==> config.mk <==
export PLATFORM = sky130hd
export DESIGN_NAME = mem_access_unit
export DESIGN_NICKNAME = d
export VERILOG_FILES = /design/src/rtl/mem_pkg.sv /design/src/rtl/mem_lane_align.sv /design/src/rtl/mem_access_unit.sv
export SDC_FILE = /design/constraint.sdc
export NUM_CORES = 1
export LEC_CHECK = 0
export CAP_MARGIN = 20
export CORE_UTILIZATION = 49
export CTS_BUF_LIST = sky130_fd_sc_hd__clkbuf_8
export DETAILED_ROUTE_END_ITERATION = 6
export PLACE_DENSITY = 0.85
export SLEW_MARGIN = 20
export SYNTH_ARGS = -nofsm -noshare
export SYNTH_HDL_FRONTEND = slang
export SYNTH_HIERARCHICAL = 1
export SYNTH_SLANG_ARGS = --single-unit
==> constraint.sdc <==
create_clock -name clk -period 4.97 [get_ports clk]
set_input_delay 0.7455 -clock clk [delete_from_list [all_inputs] [get_ports clk]]
set_output_delay 0.7455 -clock clk [all_outputs]
set_load 0.01 [all_outputs]
==> src/rtl/mem_pkg.sv <==
// Shared definitions for the MEM-stage access unit: mem_op codes, FSM states and
// small op-decode helpers.
package mem_pkg;

  localparam logic [2:0] MEM_OP_B  = 3'd0;
  localparam logic [2:0] MEM_OP_H  = 3'd1;
  localparam logic [2:0] MEM_OP_W  = 3'd2;
  localparam logic [2:0] MEM_OP_BU = 3'd4;
  localparam logic [2:0] MEM_OP_HU = 3'd5;

  typedef enum logic [1:0] {
    ST_IDLE = 2'd0,
    ST_WAIT = 2'd1,
    ST_RESP = 2'd2
  } mem_state_t;

  typedef enum logic [1:0] {
    SZ_B = 2'd0,
    SZ_H = 2'd1,
    SZ_W = 2'd2
  } mem_size_t;

  // Unlisted codes decode as word so a corrupt op can never narrow an access.
  function automatic mem_size_t op_size(input logic [2:0] op);
    case (op)
      MEM_OP_B, MEM_OP_BU: return SZ_B;
      MEM_OP_H, MEM_OP_HU: return SZ_H;
      default:             return SZ_W;
    endcase
  endfunction

  function automatic logic op_signed(input logic [2:0] op);
    return (op == MEM_OP_B) || (op == MEM_OP_H);
  endfunction

endpackage

==> src/rtl/mem_lane_align.sv <==
// Byte-lane steering for data-memory accesses: store replication and strobes,
// load extraction with sign/zero extension, and alignment checking.
module mem_lane_align
  import mem_pkg::*;
(
  input  logic [2:0]  op,
  input  logic [1:0]  offset,
  input  logic [31:0] store_data,
  input  logic [31:0] rdata,
  output logic        misaligned,
  output logic [31:0] wdata,
  output logic [3:0]  wstrb,
  output logic [31:0] load_data
);

  logic [7:0]  byte_sel;
  logic [15:0] half_sel;
  logic        sext;

  assign byte_sel = rdata[{offset, 3'b000} +: 8];
  assign half_sel = rdata[{offset[1], 4'b0000} +: 16];
  assign sext     = op_signed(op);

  always_comb begin
    misaligned = 1'b0;
    wdata      = store_data;
    wstrb      = 4'hF;
    load_data  = rdata;
    case (op_size(op))
      SZ_B: begin
        wdata     = {4{store_data[7:0]}};
        wstrb     = 4'b0001 << offset;
        load_data = {{24{sext & byte_sel[7]}}, byte_sel};
      end
      SZ_H: begin
        misaligned = offset[0];
        wdata      = {2{store_data[15:0]}};
        wstrb      = 4'b0011 << offset;
        load_data  = {{16{sext & half_sel[15]}}, half_sel};
      end
      default: begin
        misaligned = (offset != 2'b00);
      end
    endcase
  end

endmodule

==> src/rtl/mem_access_unit.sv <==
// MEM-stage data-memory access engine: one req/ack bus transaction per load/store,
// result presented to the MEM->WB register with stall_out holding upstream stages.
//
// state | meaning
// IDLE  | no access in flight; non-memory entries pass straight through
// WAIT  | dmem_req held, waiting for dmem_ack or the ack timeout
// RESP  | one-cycle result presentation, MEM->WB captures here
module mem_access_unit
  import mem_pkg::*;
#(
  parameter int unsigned TIMEOUT_CYCLES = 16
) (
  input  logic        clk,
  input  logic        rst,
  input  logic        valid_in,
  input  logic        is_load,
  input  logic        is_store,
  input  logic [2:0]  mem_op,
  input  logic [31:0] addr_in,
  input  logic [31:0] store_data_in,
  output logic [31:0] mem_data_out,
  output logic        valid_out,
  output logic        stall_out,
  output logic        misalign_fault,
  output logic        bus_error,
  output logic        dmem_req,
  output logic        dmem_we,
  output logic [31:0] dmem_addr,
  output logic [31:0] dmem_wdata,
  output logic [3:0]  dmem_wstrb,
  input  logic        dmem_ack,
  input  logic [31:0] dmem_rdata
);

  localparam int unsigned CNT_W = (TIMEOUT_CYCLES > 1) ? $clog2(TIMEOUT_CYCLES) : 1;

  mem_state_t       state;
  logic [CNT_W-1:0] tmo_cnt;
  logic [2:0]       op_q;
  logic [1:0]       off_q;

  logic        mem_acc;
  logic        acc_store;
  logic [2:0]  op_sel;
  logic [1:0]  off_sel;
  logic        misaligned;
  logic [31:0] lane_wdata;
  logic [3:0]  lane_wstrb;
  logic [31:0] lane_load;

  assign mem_acc   = valid_in & (is_load | is_store);
  // Load+store together is illegal; it is resolved as a load.
  assign acc_store = is_store & ~is_load;

  // Lane logic sees the live op in IDLE and the latched op once the access is in flight.
  assign op_sel  = (state == ST_IDLE) ? mem_op : op_q;
  assign off_sel = (state == ST_IDLE) ? addr_in[1:0] : off_q;

  mem_lane_align u_lane_align (
    .op         (op_sel),
    .offset     (off_sel),
    .store_data (store_data_in),
    .rdata      (dmem_rdata),
    .misaligned (misaligned),
    .wdata      (lane_wdata),
    .wstrb      (lane_wstrb),
    .load_data  (lane_load)
  );

  always_comb begin
    valid_out = 1'b0;
    stall_out = 1'b0;
    if (rst) begin
      case (state)
        ST_IDLE: begin
          valid_out = valid_in & ~mem_acc;
          stall_out = mem_acc;
        end
        ST_WAIT: stall_out = 1'b1;
        ST_RESP: valid_out = 1'b1;
        default: begin
          valid_out = 1'b0;
          stall_out = 1'b0;
        end
      endcase
    end
  end

  always_ff @(posedge clk) begin
    if (!rst) begin
      state          <= ST_IDLE;
      dmem_req       <= 1'b0;
      dmem_we        <= 1'b0;
      dmem_addr      <= '0;
      dmem_wdata     <= '0;
      dmem_wstrb     <= '0;
      mem_data_out   <= '0;
      misalign_fault <= 1'b0;
      bus_error      <= 1'b0;
      tmo_cnt        <= '0;
      op_q           <= '0;
      off_q          <= '0;
    end else begin
      misalign_fault <= 1'b0;
      bus_error      <= 1'b0;
      case (state)
        ST_IDLE: begin
          mem_data_out <= '0;
          if (mem_acc) begin
            op_q  <= mem_op;
            off_q <= addr_in[1:0];
            if (misaligned) begin
              misalign_fault <= 1'b1;
              state          <= ST_RESP;
            end else begin
              dmem_req   <= 1'b1;
              dmem_we    <= acc_store;
              dmem_addr  <= {addr_in[31:2], 2'b00};
              dmem_wdata <= acc_store ? lane_wdata : 32'h0;
              dmem_wstrb <= acc_store ? lane_wstrb : 4'h0;
              // Down-counter: terminal count at zero marks the last WAIT cycle.
              tmo_cnt    <= CNT_W'(TIMEOUT_CYCLES - 1);
              state      <= ST_WAIT;
            end
          end
        end
        ST_WAIT: begin
          if (dmem_ack) begin
            dmem_req     <= 1'b0;
            mem_data_out <= dmem_we ? 32'h0 : lane_load;
            state        <= ST_RESP;
          end else if (tmo_cnt == '0) begin
            dmem_req     <= 1'b0;
            bus_error    <= 1'b1;
            mem_data_out <= '0;
            state        <= ST_RESP;
          end else begin
            tmo_cnt <= tmo_cnt - CNT_W'(1);
          end
        end
        ST_RESP: begin
          mem_data_out <= '0;
          state        <= ST_IDLE;
        end
        default: begin
          state <= ST_IDLE;
        end
      endcase
    end
  end

endmodule

# Yosys cells after proc, flatten, opt, wreduce, memory -nomap -nowiden
# Cells that the tools add are included.
# totals
reg_bits,113
input_bits,105
word_cells,92
# op_classes
n_addsub,1
eq_ne,11
n_shift,4
mux,34
bitwise,11
reduce_logical,19
# ops
op,n
$pmux 32 s2,3
$mux 32,4
$shiftx 32x6->16,1
$shiftx 32x6->8,1
$mux 4,5
$pmux 4 s2,2
$mux 2,5
$mux 1,8
$ne 2x2->1 const B,4
$pmux 1 s2,4
$pmux 2 s2,2
$eq 3x3->1 const B,2
$reduce_and 2->1,3
$reduce_and 3->1,2
$reduce_bool 2->1,3
$reduce_or 2->1,3
$and 1x1->1,5
$not 1->1,5
$reduce_and 5->1,1
$eq 2x1->1 const B,2
$logic_not 2->1,2
$logic_not 4->1,1
$reduce_and 4->1,1
$shl 1x2->4 const A,1
10 further kinds,10

# Longest topological paths before layout
# logic_depth
ltp_word,10
depth_mapped,14
depth_no_buf,8

# Hierarchy
# The synthesis kept the hierarchy.
# modules_own_cells
mod,n_inst,cells_per_inst,area_each_um2
mem_access_unit,1,470,4280.4
mem_lane_align,1,161,1092.3

# Worst setup path before layout
# Ideal clock, no wire load.
# synth_timing
kind,register to register
start,reg state[0]
end,reg dmem_wdata[24]
setup_ns,0.128
arrival_ns,2.496
required_ns,4.842
setup_slack_ns,2.347
path_stages_with_launch,15
n_path_buf,6
period_less_slack_ns,2.623
cell_sequence,dfxtp_1 buf_6 nor2_1 mux2_2 buf_2 buf_2 clkbuf_1 o21ai_0 nand2_1 nor3_2 nand2_1 buf_2 buf_2 a22oi_1 nor2_1
# synth_between
elab_chain_len,9
word_cells_on_any_way,18
cone_classes,4 x eq/ne; 6 x mux; 1 x bitwise; 7 x reduce/logical
# synth_rtl
element,line,text
start: declaration,mem_access_unit.sv:37,mem_state_t state;
start signal: assignment,mem_access_unit.sv:91,state <= ST_IDLE;
start signal: assignment,mem_access_unit.sv:114,state <= ST_RESP;
start signal: assignment,mem_access_unit.sv:123,state <= ST_WAIT;
$logic_not 2->1 (*),mem_access_unit.sv:56,assign op_sel = (state == ST_IDLE) ? mem_op : op_q;
$mux 3 (*),mem_access_unit.sv:56,
net op_sel[1],mem_access_unit.sv:44,logic [2:0] op_sel;
"$eq 3x3->1, or another cell as far along",mem_pkg.sv:25,case (op)
$reduce_or 2->1,mem_pkg.sv:25,
$pmux 2 s2 (*),mem_pkg.sv:25,
$eq 2x1->1 / $logic_not 2->1 (equally long branches),mem_lane_align.sv:29,case (op_size(op))
$pmux 1 s2 (*),mem_lane_align.sv:29,
net misaligned,mem_access_unit.sv:46,logic misaligned;
$not 1->1 (no source line) (*),-,
$reduce_and 3->1 (no source line) (*),-,
end signal: assignment,mem_access_unit.sv:119,dmem_wdata <= acc_store ? lane_wdata : 32'h0;
end: declaration,mem_access_unit.sv:29,"output logic [31:0] dmem_wdata,"
# The timed path passes the listed nets; every way through them passes the cells marked *.
# A chain may end at the register's enable or synchronous reset.

# Worst setup path in the final report
# layout_timing
start,in rst
end,out stall_out
# layout_between
elab_chain_len,1
# layout_rtl
element,line,text
start: declaration,mem_access_unit.sv:14,"input logic rst,"
$mux 1,mem_access_unit.sv:73,if (rst) begin
end: declaration,mem_access_unit.sv:23,"output logic stall_out,"
# No other way between the ends.

==> impl_metrics.yaml <==
finish:
  syn_to_final_growth_pct: 43.5
  finalNetCount: 909
  fin_area_mm2: 0.00771
  final_layout_size_suffix_gt1_frac: 0.0920
  diodes: 0
clocking:
  postCtsSetupRepairBufs: 0
  cts_tree: "built"
  clock_sinks: 113
  numCtsBuffers: 17
  root_buffer: "clkbuf_8"
  clkTransAtPathRegs_ps: 80
  hold_buffers: 0
  clk_path_buf_depth: 2
  cts_resized: 0
  clock_latency_ps: 440
  ctsHtreeMaxLevel: 4
worst_setup_path:
  cp-startpoint: "rst"
  crit_arrival_ps: 2440
  critPathMaxStageDelay_ps: 570
  worstPathMaxFanout: 38
  endpoint_kind: "output port"
  crit_path_cell_trace: "clkdlybuf4s50_1, buf_4, nand2b_1, nor2_1, clkdlybuf4s50_1"
  cp_common_cell: "clkdlybuf4s50_1"
  crit_slowest_cell: "clkdlybuf4s50_1"
  cp-start-kind: "input port"
  r2r_start: "state[0]"
  cp.required_ps: 4220
  critPathKind: "in2out"
global_routing:
  grt_pass1_wl_um: 25700
  grtUsageTotal: 0.290
  overflow: 0
  grt_max_degree: 78
  antenna_found_initial: 0
  grt_pass1_vias: 5267
route:
  drt-total-wl_um: 16400
  routedWlPerCell_um: 17.3
  ant_nets: 0
  num_vias: 5275
  routed_via_density: 5.55
  drc: 0
  drt_iter0_markers: 318
  drtPass1Iterations: 5
floorplanning:
  start_util: 0.514
  die_h_um: 107
  core_region_area_mm2: 0.0105
  rows: 37
  fp.dieW_um: 107
  io_pins: 211
  die-area_mm2: 0.0114
yosys:
  synth.distinct_cells: 47
  yosysWarningCount: 6
  async_flop_share: 0
  synth_area_mm2: 0.00537
  synth_area_leaders: "dfxtp_1, nand2_1, mux2i_1, a22oi_1, mux2_2"
  synth.top_cell.area_share: 0.421
  yosys.area.top_type: "dfxtp_1"
  seq_area_frac_synth: 0.421
  yosys_register_bits: 113
  synth.most_common_cell: "nand2_1"
  synth_edf_count: 0
  ys_top_cells_by_count: "nand2_1, dfxtp_1, nor2_1"
  synth-main-ff-cell: "dfxtp_1"
  syn_area_per_cell_um2: 8.51
  syn_inst: 631
sta:
  timing.final.crit_share: 0.642
  finalSetupTns_ps: 0
  clock-skew-final_ps: 13.3
  worst_pin_slew_ps: 802
  slew_headroom: 0.465
  hold_violations: 0
  period_needed_ps: 3190
  slew_violations: 0
  report.final.setup_viol: 0
  fmax_mhz: 314
  rsz0062_at_grt: "no"
place:
  hpwlAfterDp_um: 11300
  gp_congestion: 0.904
  place_area_mm2: 0.00729
  portBuffers: 208
power:
  p_per_area_mw_per_mm2: 323
  peakVddDrop_uv: 181
  p_leak_nw: 3.04
hold_path:
  hold_start: "dmem_addr[22]"
  hold_class: "reg2reg"
status:
  status: "completed"
job:
  cap_viol_max_count: 0
==> critical path: cells and delay by family <==
family | cells | cell delay [ps]
buffers and inverters | 3 | 1410
and+or+nand+nor | 2 | 270
==> kinds of logic (layout without fill, tap and decap cells) <==
kind of cell	Yosys count	in the layout	share of synthesized area
simple gates	264	264	0.211
flops	113	113	0.421
buf+inv	67	250	0.0755
other cells	1	2	0.000698
xor+xnor	1	1	0.00163
compound gates	108	108	0.139
fa+ha+maj	1	1	0.00233
mux	76	76	0.149
==> metrics by stage <==
step	cells	hold WS (ps)	power [W]	setup slack, ps	utilization
after floorplan	632	456	0.00137	2350	-
after global placement	920	442	0.00157	1500	0.697
after detailed placement	920	447	0.00159	1700	0.697
after CTS	951	458	0.00251	1780	0.737
after global routing	951	477	0.00260	1560	0.737
final	951	455	0.00249	1780	0.737
==> final timing paths <==
check	to	slack, ps	depth (start not counted)
max	stall_out	1780	5
min	dmem_addr[22]	460	2
max reg2reg	dmem_wdata[5]	1850	8
min reg2reg	dmem_addr[22]	460	2
==> layout make-up <==
type | instances | area, um^2
well taps | 136 | 170
repair buffers | 214 | 2130
clock buffers | 17 | 234
clock inverters | 14 | 180
flip-flops and latches | 113 | 2260
multi-input cells | 452 | 2720
inverters | 5 | 18.8
fillers | 792 | 2750
==> flip-flops by register name (all words and copies together), names as in the netlist <==
name	count
dmem_wdata	32
tmo_cnt	4
op_q	3
dmem_addr	30
bus_error	1
dmem_we	1
dmem_wstrb	4
off_q	2
dmem_req	1
mem_data_out	32
misalign_fault	1
state	2
==> cells in the final DEF (no fill, tap or decap), drive strengths merged, types with 5 or more instances in the layout <==
cell type and n:
a21oi 33, a221o 7, a22oi 36, buf 6, clkbuf 17, clkdlybuf4s50 208, clkinvlp 5, dfxtp 113
inv 10, mux2 23, mux2i 52, nand2 160, nand2b 5, nand3 17, nor2 62, nor3 8
o211ai 8, o21ai 12
==> where the power goes <==
group / total, W / internal, W / switching (W)
logic: 0.000589 / 0.000288 / 0.000301
clock network: 0.000919 / 0.000500 / 0.000419
registers: 0.000985 / 0.000952 / 0.0000330
==> routing by layer <==
layer,routed length [um],up-vias,GRT usage,share of wire
met3,1670,34,0.0991,0.10
met1,6120,2484,0.316,0.37
met4,389,0,0.130,0.024
li1,-,2492,-,-
met2,8260,265,0.507,0.50
met5,0,-,0,0
(Power assumes the default switching activity.)
